==> src/rtl/ip_spi_command_slave.sv <==
// SPI mode-3 command slave: decodes host commands into key-matrix writes,
// banked SDRAM byte writes, CPU reset control and a status readback.
`timescale 1ns/1ps
module ip_spi_command_slave (
  input  logic        clk,
  input  logic        reset,
  input  logic        spi_cs_n,
  input  logic        spi_clk,
  input  logic        spi_mosi,
  output logic        spi_miso,
  output logic [3:0]  key_y,
  output logic [7:0]  key_x,
  output logic        key_we,
  output logic [22:0] sdram_address,
  output logic [7:0]  sdram_wdata,
  output logic        sdram_wr_req,
  input  logic        sdram_wr_ack,
  input  logic        sdram_busy,
  output logic        cpu_reset,
  output logic        overrun
);

  typedef enum logic [2:0] {
    S_CMD, S_KEY_Y, S_KEY_X, S_BANK, S_DATA, S_STATUS, S_HI, S_IGNORE
  } state_t;

  state_t      state_q, state_d;
  logic [1:0]  cs_sync_q, sck_sync_q, mosi_sync_q;
  logic        cs_prev_q, sck_prev_q;
  logic        cs_s, sck_s, mosi_s;
  logic        sck_rise, sck_fall, cs_fall;
  logic [2:0]  bit_cnt_q;
  logic        byte_vld_q, byte_done;
  logic [7:0]  rx_q, tx_q, tx_load_val;
  logic        tx_load;
  logic [3:0]  key_y_q;
  logic [7:0]  key_x_q, bank_q, wdata_q;
  logic        key_we_q, bank_hi_q, cpu_reset_q, overrun_q;
  logic [13:0] offset_q, offset_d;
  logic        wr_req_q, wr_req_d;
  logic [22:0] addr_q;
  logic        ld_key_y, wr_key, ld_bank, ld_hi, data_byte;
  logic        set_cpu_rst, clr_cpu_rst, wr_issue, wr_drop;

  // Input synchronisers and edge detection on the synchronised copies
  always_ff @(posedge clk) begin
    if (reset) begin
      cs_sync_q   <= 2'b11;
      sck_sync_q  <= 2'b11;
      mosi_sync_q <= 2'b00;
      cs_prev_q   <= 1'b1;
      sck_prev_q  <= 1'b1;
    end else begin
      cs_sync_q   <= {cs_sync_q[0], spi_cs_n};
      sck_sync_q  <= {sck_sync_q[0], spi_clk};
      mosi_sync_q <= {mosi_sync_q[0], spi_mosi};
      cs_prev_q   <= cs_sync_q[1];
      sck_prev_q  <= sck_sync_q[1];
    end
  end

  assign cs_s     = cs_sync_q[1];
  assign sck_s    = sck_sync_q[1];
  assign mosi_s   = mosi_sync_q[1];
  assign sck_rise = sck_s & ~sck_prev_q & ~cs_s;
  assign sck_fall = ~sck_s & sck_prev_q & ~cs_s;
  assign cs_fall  = ~cs_s & cs_prev_q;

  // Receive: bit count is control, shift register is pure data
  always_ff @(posedge clk) begin
    if (reset || cs_s) begin
      bit_cnt_q  <= 3'd0;
      byte_vld_q <= 1'b0;
    end else begin
      byte_vld_q <= sck_rise && (bit_cnt_q == 3'd7);
      if (sck_rise) bit_cnt_q <= bit_cnt_q + 3'd1;
    end
  end

  always_ff @(posedge clk) begin
    if (sck_rise) rx_q <= {rx_q[6:0], mosi_s};
  end

  assign byte_done = byte_vld_q & ~cs_s;

  always_ff @(posedge clk) begin
    if (reset) state_q <= S_CMD;
    else       state_q <= state_d;
  end

  always_comb begin
    state_d = state_q;
    if (cs_s) begin
      state_d = S_CMD;
    end else if (byte_done) begin
      case (state_q)
        S_CMD: begin
          case (rx_q)
            8'h03:   state_d = S_KEY_Y;
            8'h04:   state_d = S_BANK;
            8'h05:   state_d = S_STATUS;
            8'h07:   state_d = S_HI;
            default: state_d = S_IGNORE;
          endcase
        end
        S_KEY_Y:  state_d = S_KEY_X;
        S_BANK:   state_d = S_DATA;
        S_DATA:   state_d = S_DATA;
        default:  state_d = S_IGNORE;
      endcase
    end
  end

  always_comb begin
    ld_key_y    = 1'b0;
    wr_key      = 1'b0;
    ld_bank     = 1'b0;
    ld_hi       = 1'b0;
    data_byte   = 1'b0;
    set_cpu_rst = 1'b0;
    clr_cpu_rst = 1'b0;
    if (byte_done) begin
      case (state_q)
        S_CMD: begin
          clr_cpu_rst = (rx_q == 8'h02);
          set_cpu_rst = (rx_q == 8'h06);
        end
        S_KEY_Y: ld_key_y  = 1'b1;
        S_KEY_X: wr_key    = 1'b1;
        S_BANK:  ld_bank   = 1'b1;
        S_DATA:  data_byte = 1'b1;
        S_HI:    ld_hi     = 1'b1;
        default: ;
      endcase
    end
  end

  // A byte arriving while the previous write is still unacknowledged is lost
  assign wr_issue = data_byte & ~wr_req_q;
  assign wr_drop  = data_byte & wr_req_q;

  always_comb begin
    offset_d = offset_q;
    if (ld_bank)       offset_d = 14'd0;
    else if (wr_issue) offset_d = offset_q + 14'd1;
    wr_req_d = wr_req_q;
    if (wr_issue)          wr_req_d = 1'b1;
    else if (sdram_wr_ack) wr_req_d = 1'b0;
  end

  // The status byte is chosen by the state the just-completed byte leads to
  assign tx_load     = cs_fall | byte_done;
  assign tx_load_val = (state_d == S_STATUS) ? {7'b0, sdram_busy} : 8'hA5;

  always_ff @(posedge clk) begin
    if (reset) begin
      tx_q <= 8'hFF;
    end else if (tx_load) begin
      tx_q <= tx_load_val;
    end else if (sck_fall && (bit_cnt_q != 3'd0)) begin
      tx_q <= {tx_q[6:0], 1'b1};
    end
  end

  always_ff @(posedge clk) begin
    if (reset) begin
      key_y_q     <= 4'd0;
      key_x_q     <= 8'hFF;
      key_we_q    <= 1'b0;
      bank_q      <= 8'd0;
      bank_hi_q   <= 1'b0;
      offset_q    <= 14'd0;
      wr_req_q    <= 1'b0;
      addr_q      <= 23'd0;
      wdata_q     <= 8'd0;
      cpu_reset_q <= 1'b1;
      overrun_q   <= 1'b0;
    end else begin
      key_we_q <= wr_key;
      offset_q <= offset_d;
      wr_req_q <= wr_req_d;
      if (ld_key_y)    key_y_q     <= rx_q[3:0];
      if (wr_key)      key_x_q     <= rx_q;
      if (ld_bank)     bank_q      <= rx_q;
      if (ld_hi)       bank_hi_q   <= rx_q[0];
      if (set_cpu_rst) cpu_reset_q <= 1'b1;
      if (clr_cpu_rst) cpu_reset_q <= 1'b0;
      if (wr_drop)     overrun_q   <= 1'b1;
      if (wr_issue) begin
        addr_q  <= {bank_hi_q, bank_q, offset_q};
        wdata_q <= rx_q;
      end
    end
  end

  assign spi_miso      = tx_q[7];
  assign key_y         = key_y_q;
  assign key_x         = key_x_q;
  assign key_we        = key_we_q;
  assign sdram_address = addr_q;
  assign sdram_wdata   = wdata_q;
  assign sdram_wr_req  = wr_req_q;
  assign cpu_reset     = cpu_reset_q;
  assign overrun       = overrun_q;

endmodule

==> config.mk <==
export PLATFORM = sky130hd
export DESIGN_NAME = ip_spi_command_slave
export DESIGN_NICKNAME = d
export VERILOG_FILES = /design/src/rtl/ip_spi_command_slave.sv
export SDC_FILE = /design/constraint.sdc
export NUM_CORES = 1
export LEC_CHECK = 0
export CAP_MARGIN = 20
export CORE_UTILIZATION = 40
export CTS_BUF_LIST = sky130_fd_sc_hd__clkbuf_16
export CTS_CLUSTER_SIZE = 12
export DETAILED_ROUTE_END_ITERATION = 8
export GPL_TIMING_DRIVEN = 0
export HOLD_SLACK_MARGIN = 0.05
export SYNTH_ARGS = -nofsm -noshare
export SYNTH_HDL_FRONTEND = slang
export SYNTH_SLANG_ARGS = --single-unit
==> constraint.sdc <==
create_clock -name clk -period 5.5 [get_ports clk]
set_input_delay 1.1 -clock clk [delete_from_list [all_inputs] [get_ports clk]]
set_output_delay 1.1 -clock clk [all_outputs]
set_load 0.01 [all_outputs]
# After elaboration in Yosys (flattened, before gate mapping)
# Cells that the tools add are included.
# W data, S select, Z words.
classes:
  n_addsub: 2
  n_mul: 0
  div: 0
  magnitude_cmp: 0
  eq_ne: 13
  n_shift: 0
  n_mux: 25
  bitwise: 13
  n_reduce_logical: 10
op_table:
  columns: ["operator", "n"]
  rows:
  - ["$eq A8 B3 Y1 const B", 4]
  - ["$mux W8", 3]
  - ["$mux W1", 18]
  - ["$eq A8 B2 Y1 const B", 2]
  - ["$add A14 B1 Y14 const B", 1]
  - ["$eq A3 B3 Y1 const B", 4]
  - ["$pmux W3 S4", 1]
  - ["$pmux W3 S3", 1]
  - ["$and A1 B1 Y1", 8]
  - ["$eq A3 B2 Y1 const B", 2]
  - ["$mux W3", 2]
  - ["$reduce_bool A2 Y1", 3]
  - ["$not A1 Y1", 4]
  - ["$reduce_or A2 Y1", 2]
  - ["$add A3 B1 Y3 const B", 1]
  - ["$eq A3 B1 Y1 const B", 1]
  - ["$logic_not A3 Y1", 1]
  - ["$reduce_bool A3 Y1", 1]
  - ["$logic_and A1 B1 Y1", 2]
  - ["$logic_or A1 B1 Y1", 1]
  - ["$or A1 B1 Y1", 1]
word_totals:
  reg_bits: 101
  latch_bits: 0
  ram_bits: 0
  romBits: 0
  input_bits: 7
  elab_cells: 84
  memories: 0

# Logic depth before layout (Yosys ltp)
# Gate-level depths: netlist of run 1.
logic_depth:
  depth_word: 8
  mapped_depth: 9
  ltp_nobuf: 7

# Worst setup path after synthesis of run 1
# Ideal clock, no wire load.
synth_path:
  path_kind: "input to register"
  from: "input port reset"
  to: "register tx_q[5]"
  setup_time_ns: 0.122
  arrival_ns: 1.845
  required_ns: 5.378
  path_slack_ns: 3.534
  stages: 4
  n_path_buf: 1
  cell_sequence: "clkbuf_1 -> a211oi_1 -> a31oi_1 -> a221o_1"
synth_rtl:
  columns: ["element", "line", "rtl"]
  rows:
  - ["start, declared", "6", "input logic reset,"]
  - ["end signal, assigned", "159", "tx_q <= tx_load_val;"]
  - ["end signal, assigned", "161", "tx_q <= {tx_q[6:0], 1'b1};"]
  - ["end, declared", "34", "logic [7:0] rx_q, tx_q, tx_load_val;"]

# Worst setup path after layout of run 1
layout_path:
  from: "register wr_req_q, in the netlist sdram_wr_req"
  to: "output port sdram_wr_req"
layout_rtl:
  columns: ["element", "line", "rtl"]
  rows:
  - ["start, declared", "40", "logic wr_req_q, wr_req_d;"]
  - ["start signal, assigned", "181", "wr_req_q <= wr_req_d;"]
  - ["end, declared", "16", "output logic sdram_wr_req,"]
# No word-level cell between the ends.

==> impl_metrics.env, run 1 <==
export IMPL_criticalPathCategory="register to output port"
export IMPL_finalSetupViolCount=0
export IMPL_ys_ff_latch=101
export IMPL_cts_hold_buf=0
export IMPL_cts_num_sinks=101
export IMPL_cts_resized=0
export IMPL_cp_end_kind="output port"
export IMPL_grt_first_pass_wirelength_mm=14.17
export IMPL_grt_usage_pct=17.95
export IMPL_min_path_cells=1
export IMPL_worstRegToRegCells=7
export IMPL_syn_nets=441
export IMPL_whs_endpoint="cs_sync_q[1]"
export IMPL_netlist_area_um2=3948
export IMPL_root_buffer="clkbuf_16"
export IMPL_die_x_um=101.3
export IMPL_rsz0062_at_grt="no"
export IMPL_cts_buffer_depth=2
export IMPL_diodes=0
export IMPL_hold_path_class="register to register"
export IMPL_cts_tree="built"
export IMPL_hold_violations=0
export IMPL_slew_viol_final=0
export IMPL_drtPass1Iterations=4
export IMPL_ant_nets=0
export IMPL_syn_area_per_cell_um2=9.180
export IMPL_pwr_density_cell_nw_per_um2=274.0
export IMPL_crit_family="buffers and inverters"
export IMPL_regArea_um2=2102
export IMPL_final_cell_mix="95 x nand2_1, 93 x dfxtp_1, 54 x clkdlybuf4s50_1"
export IMPL_clk_pin_slew_worst_paths_ns=0.06
export IMPL_yosysSeqAreaShare_pct=53.25
export IMPL_clk_latency_ns=0.34
export IMPL_fmax_ghz=0.4014
export IMPL_status="completed"
export IMPL_antenna_found_initial=0
export IMPL_finalPower_mw=1.348
export IMPL_timing_rr_end="tx_q[2]"
export IMPL_yosysWarnings=0
export IMPL_period_needed_ns=2.491
export IMPL_yosys_cell_types_count=48
export IMPL_syn_instance_count=430
export IMPL_tns_ns=0
export IMPL_finClkSkew_ns=0.01170
export IMPL_final_common_cell="nand2_1"
export IMPL_critPathMaxStageDelay_ns=0.60
export IMPL_num_io_pins=55
export IMPL_crit_arrival_ns=1.39
export IMPL_drive_gt1_share_pct=8.800
export IMPL_routedWlPerCell_um=13.25
export IMPL_worstPathMaxFanout=4
export IMPL_core_area_um2=9415
export IMPL_portBuffers=54
export IMPL_timing_final_crit_share_pct=45.29
export IMPL_p_leak_nw=1.690
export IMPL_crit_buf_inv=1
export IMPL_startpoint_type="register"
export IMPL_drc=0
export IMPL_initial_core_util_pct=41.93
export IMPL_grt_pass1_vias=2927
export IMPL_ir_drop_mv=0.1712
export IMPL_worstPathRequired_ns=4.40
export IMPL_multiInputGateArea_um2=1657
export IMPL_htreeDepth=3
export IMPL_globalRouteOverflowTotal=0
export IMPL_hold_start="cs_sync_q[0]"
export IMPL_tightest_slew_ns=1.050
export IMPL_rrSetupSlack_ns=3.42
export IMPL_drt_iter0_markers=67
export IMPL_drt_wl_total_mm=8.332
export IMPL_fin_nets=506
export IMPL_cts_buffers_inserted=9
export IMPL_vias_per_cell=4.790
export IMPL_cp_cell_sequence="clkdlybuf4s50_1"
export IMPL_post_cts_buffers=0
export IMPL_fp_row_count=35
export IMPL_syn_to_final_growth_pct=24.63
export IMPL_die_area_um2=10270
export IMPL_place_gp_congestion=0.8183
export IMPL_die_y_um=101.3
export IMPL_vias=3013
export IMPL_regToRegStartpoint="bit_cnt_q[0]"
export IMPL_dpl_hpwl_mm=5.917
export IMPL_maxCapViolations=0
export IMPL_slowest_stage="clkdlybuf4s50_1"
export IMPL_fillCellCount=904
export IMPL_slew_headroom_pct=29.39
export IMPL_grt_max_degree=17
[synth_stat cells, drive strengths merged]
master  instances  area [um2]
nand2          95       356.6
dfxtp          93        1862
a21oi          40       200.2
nor2           39       153.9
buf            15       98.84
clkbuf         13       48.80
xnor2          12       105.1
inv            11       41.29
mux2i          11       110.1
nand3b         11       82.58
nand3           9       45.04
edfxtp          8       240.2
nor2b           8       57.55
nor3            7       35.03
a221o           6       60.06
or2             6       37.54
nor3b           5       47.54
ha              4       50.05
nand2b          3       18.77
nand4           3       33.78
nor4            3       18.77
xor2            3       26.28
a211oi          2       15.01
a21o            2       15.01
a31o            2       17.52
a31oi           2       12.51
and2            2       12.51
and3            2       12.51
a221oi          1       15.01
a22oi           1       7.510
a41oi           1       8.760
and4            1       8.760
nor4b           1       23.77
o2111a          1       11.26
o21a            1       7.510
o21ai           1       5.000
o221a           1       11.26
o22a            1       8.760
o31a            1       8.760
or3b            1       8.760
or4             1       7.510
[power breakdown]
part	switching [mW]	total [mW]	internal (mW)	leakage, nW
Sequential	0.00205	0.746	0.744	0.823
Clock	0.269	0.573	0.304	0.136
Combinational	0.0166	0.0286	0.0120	0.731
[per-layer routing]
| metal | share of wire, % | up-vias | track usage (%) | wire, um |
|---|---|---|---|---|
| met5 | 0 | - | 0 | 0 |
| met4 | 1.0 | 0 | 5.128 | 87 |
| met3 | 4.7 | 9 | 4.900 | 390 |
| met2 | 46 | 56 | 29.36 | 3851 |
| met1 | 48 | 1381 | 23.30 | 4003 |
| li1 | - | 1567 | - | - |
[registers in the layout, summed over array words and instances (netlist names)]
register / count
sdram_wr_req: 1
bank_q: 8
state_q: 3
cs_sync_q: 2
key_y: 4
byte_vld_q: 1
offset_q: 14
cpu_reset: 1
key_we: 1
key_x: 8
cs_prev_q: 1
bank_hi_q: 1
overrun: 1
sck_sync_q: 2
bit_cnt_q: 3
rx_q: 8
sck_prev_q: 1
sdram_wdata: 8
mosi_sync_q: 2
tx_q: 8
sdram_address: 23
[worst register-to-register path, stage by stage, from the launching register on]
cell	delay, ns
dfxtp_1	0.37
inv_1	0.06
ha_1	0.19
nand2b_1	0.07
nand3b_1	0.09
nor4_1	0.80
a22oi_1	0.14
o22a_1	0.25
[worst max-delay path by stage]
stage | from | to | slack, ns | cells past startpoint
6_report | sdram_wr_req | sdram_wr_req | 3.01 | 1
5_1_grt | sdram_wr_req | sdram_wr_req | 2.95 | 1
4_1_cts | sdram_wr_req | sdram_wr_req | 3.00 | 1
3_5_place_dp | reset | key_we | 2.74 | 4
3_3_place_gp | reset | key_we | 2.74 | 4
2_1_floorplan | reset | tx_q[5] | 3.53 | 4
[per-stage QoR]
stage	std cells	area, um2	worst slack [ns]	utilization [%]	hold slack [ns]
after floorplan	430	3948	3.534	-	0.3855
after global placement	613	4649	2.739	49.38	0.3895
after detailed placement	613	4649	2.742	49.38	0.3983
after CTS	629	4920	3.001	52.25	0.4136
after global routing	629	4920	2.953	52.25	0.4291
final	629	4920	3.009	52.25	0.4141
[logic make-up after synthesis]
| logic type | count (synthesis) | synth area share, % |
|---|---|---|
| buf+inv | 39 | 4.786 |
| flops | 101 | 53.25 |
| fa+ha+maj | 4 | 1.268 |
| compound gates | 63 | 10.24 |
| xor+xnor | 15 | 3.328 |
| mux | 11 | 2.789 |
| simple gates | 197 | 24.34 |
[area by class of cell]
| class | instances | share of cell area [%] |
|---|---|---|
| sequential | 101 | 42.73 |
| multi-input combinational | 290 | 33.67 |
| timing repair buffer | 54 | 10.99 |
| clock buffer | 9 | 4.578 |
| tap | 129 | 3.281 |
| buffer | 28 | 3.001 |
| clock inverter | 7 | 0.9156 |
| inverter | 11 | 0.8393 |
(Power assumes the default switching activity.)
==> run 2: changes to the inputs <==
Clock period 5.5 ns to 2 ns, I/O delays scaled along.
==> impl_metrics.env, run 2 (synthesis results as in run 1) <==
export IMPL_status="completed"
export IMPL_final_common_cell="nand2_1"
export IMPL_tightest_slew_ns=0.7504
export IMPL_fmax_ghz=0.5211
export IMPL_clk_pin_slew_worst_paths_ns=0.06
export IMPL_cts_buffers_inserted=9
export IMPL_htreeDepth=3
export IMPL_diodes=0
export IMPL_worstPathRequired_ns=2.23
export IMPL_switchingPower_mw=0.7888
export IMPL_cp_depth=7
export IMPL_critPathMaxStageDelay_ns=0.38
export IMPL_routedWlPerCell_um=13.32
export IMPL_grt_max_degree=17
export IMPL_vias_per_cell=4.777
export IMPL_tns_ns=0
export IMPL_grt_pass1_vias=2933
export IMPL_hold_path_class="register to register"
export IMPL_fin_nets=513
export IMPL_comb_power_share_pct=2.2
export IMPL_cts_buffer_depth=2
export IMPL_vias=3038
export IMPL_period_needed_ns=1.919
export IMPL_die_x_um=101.3
export IMPL_pwr_density_cell_nw_per_um2=740.3
export IMPL_crit_family="compound AO/OA/AOI/OAI gates"
export IMPL_finalSetupViolCount=0
export IMPL_drc=0
export IMPL_grt_first_pass_wirelength_mm=14.25
export IMPL_largest_reg_flops=23
export IMPL_core_area_um2=9415
export IMPL_ir_drop_mv=0.4724
export IMPL_finClkSkew_ns=0.01156
export IMPL_rrSetupSlack_ns=0.08
export IMPL_clock_power_share_pct=42.5
export IMPL_min_path_cells=1
export IMPL_cp_end_kind="register"
export IMPL_fp_row_count=35
export IMPL_startpoint_type="register"
export IMPL_ant_nets=0
export IMPL_place_gp_congestion=0.8183
export IMPL_dpl_cell_area_um2=4649
export IMPL_globalRouteOverflowTotal=0
export IMPL_final_area_um2=5006
export IMPL_p_leak_nw=1.735
export IMPL_portBuffers=54
export IMPL_criticalPathCategory="register to register"
export IMPL_hold_violations=0
export IMPL_cts_tree="built"
export IMPL_cts_num_sinks=101
export IMPL_dp_slack_ns=-0.06890
export IMPL_slowest_stage="a221oi_2"
export IMPL_slew_headroom_pct=49.87
export IMPL_die_area_um2=10270
export IMPL_num_io_pins=55
export IMPL_worstRegToRegCells=7
export IMPL_die_y_um=101.3
export IMPL_rsz0062_at_grt="yes"
export IMPL_syn_to_final_growth_pct=26.81
export IMPL_timing_final_crit_share_pct=95.95
export IMPL_drt_iter0_markers=93
export IMPL_clk_latency_ns=0.34
export IMPL_drive_gt1_share_pct=11.24
export IMPL_maxCapViolations=0
export IMPL_drt_wl_total_mm=8.474
export IMPL_root_buffer="clkbuf_16"
export IMPL_final_cell_mix="95 x nand2_1, 93 x dfxtp_1, 54 x clkdlybuf4s50_1"
export IMPL_p_sw_share_pct=21.29
export IMPL_initial_core_util_pct=41.93
export IMPL_crit_buf_inv=2
export IMPL_fin_ws_ns=0.08098
export IMPL_cp_cell_sequence="buf_6 -> nor2b_4 -> buf_6 -> o2111a_1 -> a221oi_2 -> nand3_1 -> o31a_1"
export IMPL_antenna_found_initial=0
export IMPL_p_int_mw=2.917
export IMPL_drtPass1Iterations=4
export IMPL_crit_arrival_ns=2.14
export IMPL_share_seq_of_total_power_pct=55.4
export IMPL_slew_viol_final=0
export IMPL_cpMostUsedCell="buf_6"
export IMPL_worstPathMaxFanout=10
export IMPL_dpl_hpwl_mm=5.917
export IMPL_grt_usage_pct=18.02
[run 2: changes by cell type in the layout (fill, tap and decap cells not counted), sizes merged]
cell	change
buf	+7
[run 2: what timing repair did]
item,CTS,global route
hold buffers,0,0
setup buffers,0,7
pin swaps,0,1
setup endpoints to repair,4,23
resized for setup,4,4
[run 2: power by group through the flow]
stage               clock network (mW)  logic (mW)  registers, mW
floorplan                            0      0.0473           2.10
global placement                     0      0.0791           2.10
detailed placement                   0      0.0799           2.10
CTS                               1.62      0.0811           2.05
global route                      1.70      0.0883           2.05
finish                            1.57      0.0804           2.05
[run 2: per-stage QoR]
| step | power (mW) | std cells | hold slack (ns) | utilization (%) |
|---|---|---|---|---|
| finish | 3.706 | 636 | 0.4147 | 53.17 |
| floorplan | 2.145 | 430 | 0.3855 | - |
| detailed placement | 2.178 | 613 | 0.3983 | 49.38 |
| CTS | 3.752 | 629 | 0.4136 | 52.48 |
| global route | 3.845 | 636 | 0.4291 | 53.17 |
| global placement | 2.177 | 613 | 0.3895 | 49.38 |
[run 2: path summary, 6_finish.rpt]
check / startpoint / endpoint
hold reg to reg: cs_sync_q[0] / cs_sync_q[1]
setup / recovery: state_q[0] / tx_q[0]
setup reg to reg: state_q[0] / tx_q[0]
hold / removal: cs_sync_q[0] / cs_sync_q[1]
[run 2: cell type report]
type	instances	area [um2]
Clock buffer	9	225.2
Timing Repair Buffer	61	593.1
Tap cell	129	161.4
Buffer	28	148.9
Sequential cell	101	2102
Multi-Input combinational cell	290	1689
Fill cell	897	4409
Clock inverter	7	45.04
Inverter	11	41.29
[run 2: layer usage]
layer,track usage (%),vias up,share of wire (%)
li1,-,1579,-
met3,4.624,6,3.5
met2,29.25,52,47
met5,0,-,0
met1,23.60,1401,48
met4,5.574,0,1.0
==> run 3: changes to the inputs <==
Settings changed: CORE_MARGIN from default to 5, HOLD_SLACK_MARGIN 0.05 to default.
==> impl_metrics.env, run 3 (synthesis results as in run 1) <==
export IMPL_status="completed"
export IMPL_rsz0062_at_grt="yes"
export IMPL_hold_violations=0
export IMPL_startpoint_type="register"
export IMPL_vias=3102
export IMPL_initial_core_util_pct=40.76
export IMPL_num_io_pins=55
export IMPL_drt_wl_total_mm=8.586
export IMPL_cts_hold_buf=0
export IMPL_period_needed_ns=1.935
export IMPL_tightest_slew_ns=0.7172
export IMPL_slew_headroom_pct=52.09
export IMPL_drive_gt1_share_pct=11.07
export IMPL_regToRegStartpoint="rx_q[6]"
export IMPL_criticalPathCategory="register to register"
export IMPL_grt_first_pass_wirelength_mm=14.02
export IMPL_holdWs_ns=0.4086
export IMPL_place_gp_congestion=0.7911
export IMPL_crit_arrival_ns=2.16
export IMPL_routedWlPerCell_um=13.44
export IMPL_regArea_um2=2102
export IMPL_worstRegToRegCells=5
export IMPL_core_area_um2=9684
export IMPL_grt_max_degree=17
export IMPL_fin_ws_ns=0.06546
export IMPL_dp_slack_ns=-0.1283
export IMPL_cp_end_kind="register"
export IMPL_ir_drop_mv=0.4151
export IMPL_grt_usage_pct=14.90
export IMPL_vias_per_cell=4.854
export IMPL_die_y_um=109.3
export IMPL_cts_tree="built"
export IMPL_fmax_ghz=0.5169
export IMPL_drtPass1Iterations=4
export IMPL_globalRouteOverflowTotal=0
export IMPL_syn_to_final_growth_pct=28.84
export IMPL_hold_path_class="register to register"
export IMPL_clk_latency_ns=0.34
export IMPL_finClkSkew_ns=0.01092
export IMPL_root_buffer="clkbuf_16"
export IMPL_die_x_um=109.3
export IMPL_diodes=0
export IMPL_p_leak_nw=1.770
export IMPL_grt_pass1_vias=2994
export IMPL_final_cell_mix="95 x nand2_1, 93 x dfxtp_1, 54 x clkdlybuf4s50_1"
export IMPL_finalSetupViolCount=0
export IMPL_drc=0
export IMPL_slew_viol_final=0
export IMPL_whs_endpoint="sck_sync_q[1]"
export IMPL_htreeDepth=3
export IMPL_largest_reg_flops=23
export IMPL_cts_num_sinks=101
export IMPL_rrSetupSlack_ns=0.07
export IMPL_fin_nets=512
export IMPL_die_area_um2=11960
export IMPL_timing_final_crit_share_pct=96.73
export IMPL_clk_pin_slew_worst_paths_ns=0.06
export IMPL_fillCellCount=893
export IMPL_fp_row_count=36
export IMPL_timing_rr_end="cpu_reset"
export IMPL_worstPathMaxFanout=5
export IMPL_antenna_found_initial=0
export IMPL_worstPathRequired_ns=2.22
export IMPL_hold_start="sck_sync_q[0]"
export IMPL_multiInputGateArea_um2=1685
export IMPL_drt_iter0_markers=134
export IMPL_ant_nets=0
export IMPL_cts_buffers_inserted=9
export IMPL_portBuffers=54
export IMPL_final_common_cell="nand2_1"
export IMPL_min_path_cells=1
export IMPL_dpl_hpwl_mm=6.030
export IMPL_cts_buffer_depth=2
export IMPL_maxCapViolations=0
export IMPL_pwr_density_cell_nw_per_um2=819.0
==> run 3: metal layers <==
layer | vias to the layer above | track usage (%) | routed length [um]
met5 | - | 0 | 0
met4 | 0 | 4.630 | 142
met3 | 12 | 3.464 | 282
met2 | 45 | 23.67 | 4015
met1 | 1466 | 20.17 | 4146
li1 | 1579 | - | -
==> run 3: critical path, stage by stage, from the launching register on <==
cell,delay (ns)
edfxtp_1,0.47
or4_1,0.59
nor3b_2,0.27
nor3b_2,0.23
mux2i_1,0.20
nand2b_1,0.07
==> run 3: layout make-up <==
type	count	share of cell area, %
multi-input cells	290	33.14
well taps	133	3.272
plain buffers	28	2.927
repair buffers	60	11.51
clock inverters	6	2.091
clock buffers	10	4.920
flip-flops and latches	101	41.33
inverters	11	0.8118
==> run 3: report_power, final <==
part           internal, mW  switching, mW  leakage [nW]
Sequential             2.05        0.00562         0.823
Combinational        0.0336         0.0464         0.770
Clock                  1.29          0.739         0.177
Total                  3.37          0.791          1.77
==> run 3: how the worst max path moves through the flow <==
stage	start	end	cells after the start
after floorplan	rx_q[4]	cpu_reset	5
after global placement	bit_cnt_q[0]	tx_q[2]	7
after detailed placement	bit_cnt_q[0]	tx_q[2]	7
after CTS	byte_vld_q	offset_q[8]	9
after global routing	state_q[0]	tx_q[0]	7
final	rx_q[6]	cpu_reset	5
==> run 3: stage by stage <==
stage	total power, mW	utilization, %	setup TNS (ns)	cells	instance area [um2]
after floorplan	2.145	-	0	430	3948
after global placement	2.177	48.06	-0.8853	617	4654
after detailed placement	2.178	48.06	-1.376	617	4654
after CTS	4.207	51.86	0	633	5022
after global routing	4.307	52.52	-0.01354	639	5086
final	4.166	52.52	0	639	5086
==> run 3: repair_timing <==
| item | in CTS | in global routing |
|---|---|---|
| buffers inserted | 0 | 6 |
| pin swaps | 0 | 1 |
| gates resized for setup | 2 | 5 |
| setup endpoints to repair | 2 | 23 |
| cloned | 0 | 0 |
